### src/rtl/accum_differentiator.sv
// Recovers per-interval sample totals by differencing successive 20-bit accumulator readings.
// Build option: define ACCUM_DIFF_SAT_EN to clamp results to 16 bits and report clipping on `sat`.
module accum_differentiator #(
    parameter int unsigned DECIM = 1,
    parameter int unsigned SHIFT = 0
) (
    input  logic        clk,
    input  logic        reset,
    input  logic        en,
    input  logic [19:0] in,
    input  logic        clear,
    output logic [15:0] out,
    output logic        out_valid,
    input  logic        out_ready,
    output logic        overrun,
    output logic        sat
);

    localparam int unsigned IN_W  = 20;
    localparam int unsigned OUT_W = 16;
    localparam int unsigned CNT_W = 4;
    localparam logic [CNT_W-1:0] CNT_LAST = CNT_W'(DECIM - 1);

    typedef enum logic {
        PRIME = 1'b0,
        RUN   = 1'b1
    } state_e;

    state_e             state_q, state_d;
    logic [IN_W-1:0]    ref_q, ref_d;
    logic [CNT_W-1:0]   cnt_q, cnt_d;
    logic [OUT_W-1:0]   out_q, out_d;
    logic               out_valid_q, out_valid_d;
    logic               overrun_q, overrun_d;

    logic [IN_W-1:0]    diff_c;
    logic [OUT_W-1:0]   narrow_c;
    logic               clip_c;
    logic               emit_c;

    // Modulo subtraction absorbs accumulator wrap with no special case.
    assign diff_c = in - ref_q;

`ifdef ACCUM_DIFF_SAT_EN
    logic signed [IN_W-1:0] shifted_c;
    logic                   sat_q, sat_d;

    assign shifted_c = $signed(diff_c) >>> SHIFT;

    always_comb begin
        narrow_c = shifted_c[OUT_W-1:0];
        clip_c   = 1'b0;
        if (shifted_c > $signed(20'h07FFF)) begin
            narrow_c = 16'h7FFF;
            clip_c   = 1'b1;
        end else if (shifted_c < $signed(20'hF8000)) begin
            narrow_c = 16'h8000;
            clip_c   = 1'b1;
        end
    end

    assign sat = sat_q;
`else
    assign narrow_c = OUT_W'($signed(diff_c) >>> SHIFT);
    assign clip_c   = 1'b0;
    assign sat      = 1'b0;
`endif

    // Next-state: priming, decimation count, emission into the output register.
    always_comb begin
        state_d     = state_q;
        ref_d       = ref_q;
        cnt_d       = cnt_q;
        out_d       = out_q;
        out_valid_d = out_valid_q;
        overrun_d   = overrun_q;
        emit_c      = 1'b0;
`ifdef ACCUM_DIFF_SAT_EN
        sat_d       = sat_q;
`endif

        if (clear) begin
            state_d     = PRIME;
            cnt_d       = '0;
            out_valid_d = 1'b0;
            overrun_d   = 1'b0;
`ifdef ACCUM_DIFF_SAT_EN
            sat_d       = 1'b0;
`endif
        end else begin
            if (out_valid_q && out_ready) begin
                out_valid_d = 1'b0;
            end

            if (en) begin
                unique case (state_q)
                    PRIME: begin
                        ref_d   = in;
                        cnt_d   = '0;
                        state_d = RUN;
                    end
                    RUN: begin
                        if (cnt_q == CNT_LAST) begin
                            ref_d  = in;
                            cnt_d  = '0;
                            emit_c = 1'b1;
                        end else begin
                            cnt_d = cnt_q + CNT_W'(1);
                        end
                    end
                    default: state_d = PRIME;
                endcase
            end

            // A held result is never overwritten; ref/cnt still advance on a drop.
            if (emit_c) begin
                if (!out_valid_q || out_ready) begin
                    out_d       = narrow_c;
                    out_valid_d = 1'b1;
                end else begin
                    overrun_d = 1'b1;
                end
`ifdef ACCUM_DIFF_SAT_EN
                if (clip_c) begin
                    sat_d = 1'b1;
                end
`endif
            end
        end
    end

    always_ff @(posedge clk or negedge reset) begin
        if (!reset) begin
            state_q     <= PRIME;
            ref_q       <= '0;
            cnt_q       <= '0;
            out_q       <= '0;
            out_valid_q <= 1'b0;
            overrun_q   <= 1'b0;
`ifdef ACCUM_DIFF_SAT_EN
            sat_q       <= 1'b0;
`endif
        end else begin
            state_q     <= state_d;
            ref_q       <= ref_d;
            cnt_q       <= cnt_d;
            out_q       <= out_d;
            out_valid_q <= out_valid_d;
            overrun_q   <= overrun_d;
`ifdef ACCUM_DIFF_SAT_EN
            sat_q       <= sat_d;
`endif
        end
    end

    assign out       = out_q;
    assign out_valid = out_valid_q;
    assign overrun   = overrun_q;

endmodule

### config.mk
export PLATFORM = sky130hd
export DESIGN_NAME = accum_differentiator
export DESIGN_NICKNAME = d
export VERILOG_FILES = /design/src/rtl/accum_differentiator.sv
export SDC_FILE = /design/constraint.sdc
export NUM_CORES = 1
export LEC_CHECK = 0
export ABC_AREA = 0
export ABC_CLOCK_PERIOD_IN_PS = 4790
export CAP_MARGIN = 20
export CORE_MARGIN = 3
export CORE_UTILIZATION = 30
export DETAILED_ROUTE_END_ITERATION = 7
export SKIP_CTS_REPAIR_TIMING = 1
export SYNTH_ARGS = -nofsm -noshare
export SYNTH_HDL_FRONTEND = slang
export SYNTH_SLANG_ARGS = --single-unit
### constraint.sdc
create_clock -name clk -period 4.79 [get_ports clk]
set_input_delay 0.958 -clock clk [delete_from_list [all_inputs] [get_ports clk]]
set_output_delay 0.958 -clock clk [all_outputs]
set_load 0.01 [all_outputs]
==> flow_metrics.tcl, run 1 <==
set metrics [dict create \
    chipWidth_um 94.1 \
    firstDrtPassIters 4 \
    final-seq-area_um2 976 \
    power.leakage_uw 0.00129 \
    avgSynthCellArea_um2 8.70 \
    tightest_slew_ns 0.982 \
    layout.nets 344 \
    wl_met2_um 2190 \
    die_h_um 94.1 \
    power_density_nw_per_um2 391 \
    timing.fmax_mhz 308 \
    crit_chain "clkdlybuf4s50_1 > inv_1 > ha_1 > fa_1 > nor2b_1 > o2111ai_1 > and3_1 > o41ai_1 > xnor2_1 > o21ai_0" \
    syn_nets 311 \
    multi_input_area_um2 1200 \
    antenna_found_initial 0 \
    setup_tns_ns 0 \
    cp_data_required_time_ns 4.92 \
    cap_violations 0 \
    fin_crit_sh 0.677 \
    met1Wirelength_um 2330 \
    cts_made_buffers 5 \
    grt_usage 0.114 \
    synth_area_um2 2330 \
    drc_errors 0 \
    synth-seq-area-share 0.419 \
    yosysWarnings 0 \
    vias 1871 \
    finalHoldViolCount 0 \
    ys_seq_elements 39 \
    status "completed" \
    area_delta_synth_final_pct 25.3 \
    cts.sinks 39 \
    rsz0062_at_grt "false" \
    die-area_um2 8860 \
    antennaDiodeCount 0 \
    mostFrequentLayoutCell "dfrtp_1" \
    placed_cell_area_um2 2790 \
    skew_ns 0.00783 \
    path_buf_inv 2 \
    cp_max_fo 3 \
    maxUsedRoutingLayer "met4" \
    clock_latency_ns 0.29 \
    postRouteAntennaNets 0 \
    cts.clk_slew.worst_paths_ns 0.08 \
    cts_tree "built" \
    cp_slowest_stage_delay_ns 0.49 \
    drv_slew 0 \
    globalRouteOverflowTotal 0 \
    core-area_um2 7410 \
    htree_levels 2 \
    holdWs_ns 0.479 \
    ios 44 \
    grt_pass1_vias 1778 \
    finalCriticalPeriod_ns 3.24 \
    viasPerCell 4.67 \
    root_buffer "clkbuf_8" \
    crit_type "in -> reg" \
    layout-drive-gt1-share 0.0497 \
    critPathSlowestCell "clkdlybuf4s50_1" \
    grt_pass1_wl_um 8020 \
    wl_met3_um 186 \
    row_count 31 \
    clock_path_buffers 2 \
    worstSetupEndpointType "flip-flop" \
    port_buffers 38 \
    slew_headroom 0.345 \
    dp_hpwl_um 3640 \
    wirelength_um 4770 \
    setup_viol 0 \
    hold_class "reg -> reg" \
    layout_common_cells "39 x dfrtp_1, 38 x nand2_1, 37 x clkdlybuf4s50_1, 35 x o21ai_0, 27 x inv_1" \
    syn_inst 268 \
    cp-start-kind "input port" \
    worstPathArrival_ns 3.37 \
    initial_core_util 0.315 \
    ys_types 44 \
    grt_start_max_net_pins 40 \
    place.gp.congestion 0.920 \
    cp_top_family "compound AO/OA/AOI/OAI gates" \
    wire_per_inst_um 11.9 \
    final_area_um2 2920 \
    peakVddDrop_mv 0.108 \
    fill_cells 749 \
    drt_iter0_drc 42 \
]
==> sequential cells by signal (all words and copies together) (netlist names) <==
name	flops
out	16
out_valid	1
ref_q	16
state_q	1
overrun	1
cnt_q	4
==> report_power, final <==
part           switching (uW)  internal [uW]  leakage, uW
Sequential               33.0            395     0.000491
Combinational             192            200     0.000732
Clock                     114            208    0.0000654
Total                     339            803      0.00129
==> per-stage QoR <==
stage / cells / power, uW / setup WS, ns / utilization
6_report: 401 / 1140 / 1.55 / 0.394
5_1_grt: 401 / 1220 / 1.46 / 0.394
4_1_cts: 401 / 1160 / 1.57 / 0.394
3_5_place_dp: 393 / 830 / 1.27 / 0.376
3_3_place_gp: 393 / 825 / 1.20 / 0.376
2_1_floorplan: 268 / 659 / 2.00 / -
==> path summary, 6_finish.rpt <==
kind / startpoint / end / slack, ns / cells past startpoint
min in group asynchronous: reset / out[4] / 0.77 / 1
worst min-delay path: out[1] / out[1] / 0.48 / 2
worst max-delay path: in[0] / out[12] / 1.55 / 10
worst max register to register: cnt_q[0] / out[15] / 2.25 / 7
worst min register to register: out[1] / out[1] / 0.48 / 2
max in group asynchronous: reset / out[14] / 3.49 / 1
==> layer usage <==
metal  global-route usage  vias up
met5                    0        -
met3               0.0248        6
met4               0.0397        0
met1                0.147      846
met2                0.187       34
li1                     -      985
==> worst reg2reg max path, stage by stage (launching register included) <==
cell and delay, ns:
dfrtp_1 0.40, inv_1 0.10, ha_1 0.14, nor2b_1 0.20, nand3_1 0.12, or3_1 0.76
or4b_1 0.66, nand3_1 0.10
==> area by class of cell <==
cell class,count,share of cell area
Sequential cell,39,0.334
Clock buffer,6,0.0249
Inverter,27,0.0347
Multi-Input combinational cell,189,0.412
Timing Repair Buffer,39,0.131
Tap cell,99,0.0424
Clock inverter,2,0.0206
==> synthesized netlist by cell type <==
master	instances	area (um^2)
nand4_1	2	12.5
nor3b_1	1	7.51
o21bai_1	1	7.51
xor2_1	5	43.8
inv_1	27	101
dfrtp_1	39	976
a221o_1	2	20.0
fa_1	1	20.0
nand3_1	6	30.0
o2111ai_1	1	8.76
buf_4	1	7.51
a21o_1	4	30.0
or3_1	1	6.26
and3_1	1	6.26
o41ai_1	1	8.76
nand2_1	38	143
a211o_1	1	8.76
mux2_2	3	33.8
or4b_1	2	20.0
mux2i_1	1	10.0
nor2b_1	4	25.0
a21oi_1	17	85.1
ha_1	17	213
o21a_1	3	22.5
nor4b_1	1	8.76
clkbuf_1	10	37.5
a41oi_1	2	17.5
o21ai_0	35	175
a211oi_1	1	7.51
nor2_1	13	48.8
buf_2	2	10.0
a31o_2	2	17.5
o22ai_1	1	6.26
o31ai_1	2	15.0
a31oi_1	2	12.5
a22oi_1	1	7.51
nor3_1	4	20.0
xnor2_1	5	43.8
a2111oi_0	1	8.76
and2b_1	1	7.51
nand2b_1	2	12.5
conb_1	1	3.75
a32oi_1	1	8.76
o211ai_1	2	15.0
==> logic make-up (layout without fill, tap and decap cells) <==
group	Yosys count	in the layout	synth area share
buffers and inverters	40	74	0.0671
adders and majority gates	18	18	0.0998
AOI/OAI and AO/OA	80	80	0.207
DFF	39	39	0.419
other	1	1	0.00161
and+or+nand+nor	76	76	0.149
muxes	4	4	0.0188
xor gates and xnor gates	10	10	0.0376
Power figures use the tool's default switching activity.
==> inputs of run 2 (changes only) <==
--- a/config.mk
+++ b/config.mk
@@ -6,7 +6,7 @@
 export NUM_CORES = 1
 export LEC_CHECK = 0
 export ABC_AREA = 0
-export ABC_CLOCK_PERIOD_IN_PS = 4790
+export ABC_CLOCK_PERIOD_IN_PS = 3200
 export CAP_MARGIN = 20
 export CORE_MARGIN = 3
 export CORE_UTILIZATION = 30
==> constraint.sdc (replaced) <==
create_clock -name clk -period 3.2 [get_ports clk]
set_input_delay 0.64 -clock clk [delete_from_list [all_inputs] [get_ports clk]]
set_output_delay 0.64 -clock clk [all_outputs]
set_load 0.01 [all_outputs]
==> run 2 against run 1 <==
  * Combinational power grew 52%
  * Critical path type unchanged
  * Total power grew 52%
  * Register-to-register slack lost 1.5 ns
  * Via count grew 4.0%
==> flow_metrics.tcl, run 2 (synthesized netlist as in run 1, its figures left out) <==
set metrics [dict create \
    initial_core_util 0.315 \
    fin_crit_sh 0.927 \
    fin_cells 406 \
    timing.fmax_mhz 337 \
    cp_data_required_time_ns 3.38 \
    cts.clk_slew.worst_paths_ns 0.08 \
    row_count 31 \
    port_buffers 38 \
    htree_levels 2 \
    cap_violations 0 \
    setup_tns_ns 0 \
    placed_cell_area_um2 2830 \
    grt_pass1_wl_um 8890 \
    place_ws_ns 0.0278 \
    clock_latency_ns 0.30 \
    met1_usage 0.172 \
    grt_pass1_vias 1894 \
    worstSetupEndpointType "flip-flop" \
    setup_viol 0 \
    globalRouteOverflowTotal 0 \
    grt.met2_usage 0.202 \
    r2r-start "ref_q[0]" \
    root_buffer "clkbuf_8" \
    crit_cells 10 \
    ios 44 \
    final_core_util 0.399 \
    status "completed" \
    power_density_nw_per_um2 586 \
    finalHoldViolCount 0 \
    fill_cells 754 \
    power.leakage_uw 0.00131 \
    wirelength_um 5150 \
    hold_class "in -> async" \
    final_area_um2 2960 \
    cts_tree "built" \
    setup_ws_ns 0.235 \
    mostFrequentLayoutCell "dfrtp_1" \
    layout_common_cells "39 x dfrtp_1, 38 x nand2_1, 37 x clkdlybuf4s50_1, 35 x o21ai_0, 27 x inv_1" \
    layout-drive-gt1-share 0.0651 \
    final-seq-area_um2 976 \
    cp_max_fo 3 \
    antennaDiodeCount 0 \
    grt.met3_usage 0.0248 \
    postRouteAntennaNets 0 \
    path_buf_inv 2 \
    vias 1945 \
    critPathSlowestCell "clkdlybuf4s50_1" \
    cts.sinks 39 \
    multi_input_area_um2 1200 \
    cp-start-kind "input port" \
    chipWidth_um 94.1 \
    crit_chain "clkdlybuf4s50_1 > inv_1 > ha_1 > fa_1 > nor2b_1 > o2111ai_1 > and3_1 > o41ai_1 > xnor2_1 > o21ai_0" \
    clock_path_buffers 2 \
    antenna_found_initial 0 \
    tightest_slew_ns 0.874 \
    busiest_layer "met2" \
    finalCriticalPeriod_ns 2.97 \
    rsz0062_at_grt "false" \
    die-area_um2 8860 \
    cp-endpoint "out[12]" \
    skew_ns 0.00551 \
    drc_errors 0 \
    crit_start "in[0]" \
    cp_slowest_stage_delay_ns 0.49 \
    cp_top_family "compound AO/OA/AOI/OAI gates" \
    r2r_end "out[12]" \
    core-area_um2 7410 \
    worstPathArrival_ns 3.14 \
    dp_cells 398 \
    grt_start_max_net_pins 40 \
    place.gp.congestion 0.900 \
    grt_usage 0.127 \
    cts_made_buffers 5 \
    drt_iter0_drc 70 \
    drv_slew 0 \
    layout.nets 349 \
    crit_type "in -> reg" \
    slew_headroom 0.417 \
    viasPerCell 4.79 \
    regToRegSetupSlack_ns 0.74 \
    peakVddDrop_mv 0.183 \
    dp_hpwl_um 3930 \
    reg2regPathDepth 8 \
    wire_per_inst_um 12.7 \
    area_delta_synth_final_pct 26.9 \
    firstDrtPassIters 6 \
    die_h_um 94.1 \
]
-- run 2: cell types whose count changed in the layout (fill, tap and decap cells not counted) --
cell,delta
buf_4,+5
-- run 2: power by group --
group | switching [uW] | internal (uW)
Combinational | 291 | 305
Sequential | 52.7 | 591
Clock | 182 | 312
Total | 526 | 1210
-- run 2: final cells by class --
| class | instances | area share |
|---|---|---|
| clock inverter | 2 | 0.0203 |
| multi-input combinational | 189 | 0.407 |
| sequential | 39 | 0.330 |
| inverter | 27 | 0.0343 |
| tap | 99 | 0.0419 |
| clock buffer | 6 | 0.0245 |
| timing repair buffer | 44 | 0.142 |
-- run 2: worst min-delay path by stage --
stage                     cells past startpoint        to    from  slack [ns]
final                                         1  ref_q[5]   reset        0.46
after global routing                          2    out[3]  out[3]        0.50
after CTS                                     2    out[3]  out[3]        0.49
after detailed placement                      2    out[3]  out[3]        0.47
after global placement                        2    out[1]  out[1]        0.46
after floorplan                               0  cnt_q[0]   reset        0.34
-- run 2: per-layer routing --
metal	up-vias	share of wire
met3	5	0.033
met5	-	0
met1	908	0.49
met2	35	0.46
li1	997	-
met4	0	0.014
-- run 2: per-stage QoR --
step | power (uW) | hold WS [ns]
2_1_floorplan | 986 | 0.344
3_3_place_gp | 1240 | 0.461
3_5_place_dp | 1250 | 0.471
4_1_cts | 1750 | 0.490
5_1_grt | 1860 | 0.498
6_report | 1730 | 0.460
==> inputs of run 3 (changes only) <==
--- a/config.mk
+++ b/config.mk
@@ -10,6 +10,7 @@
 export CAP_MARGIN = 20
 export CORE_MARGIN = 3
 export CORE_UTILIZATION = 30
+export CTS_CLUSTER_SIZE = 30
 export DETAILED_ROUTE_END_ITERATION = 7
 export SKIP_CTS_REPAIR_TIMING = 1
 export SYNTH_ARGS = -nofsm -noshare
==> results of run 3 <==
Final layout, timing and power as in run 2 (identical DEF).
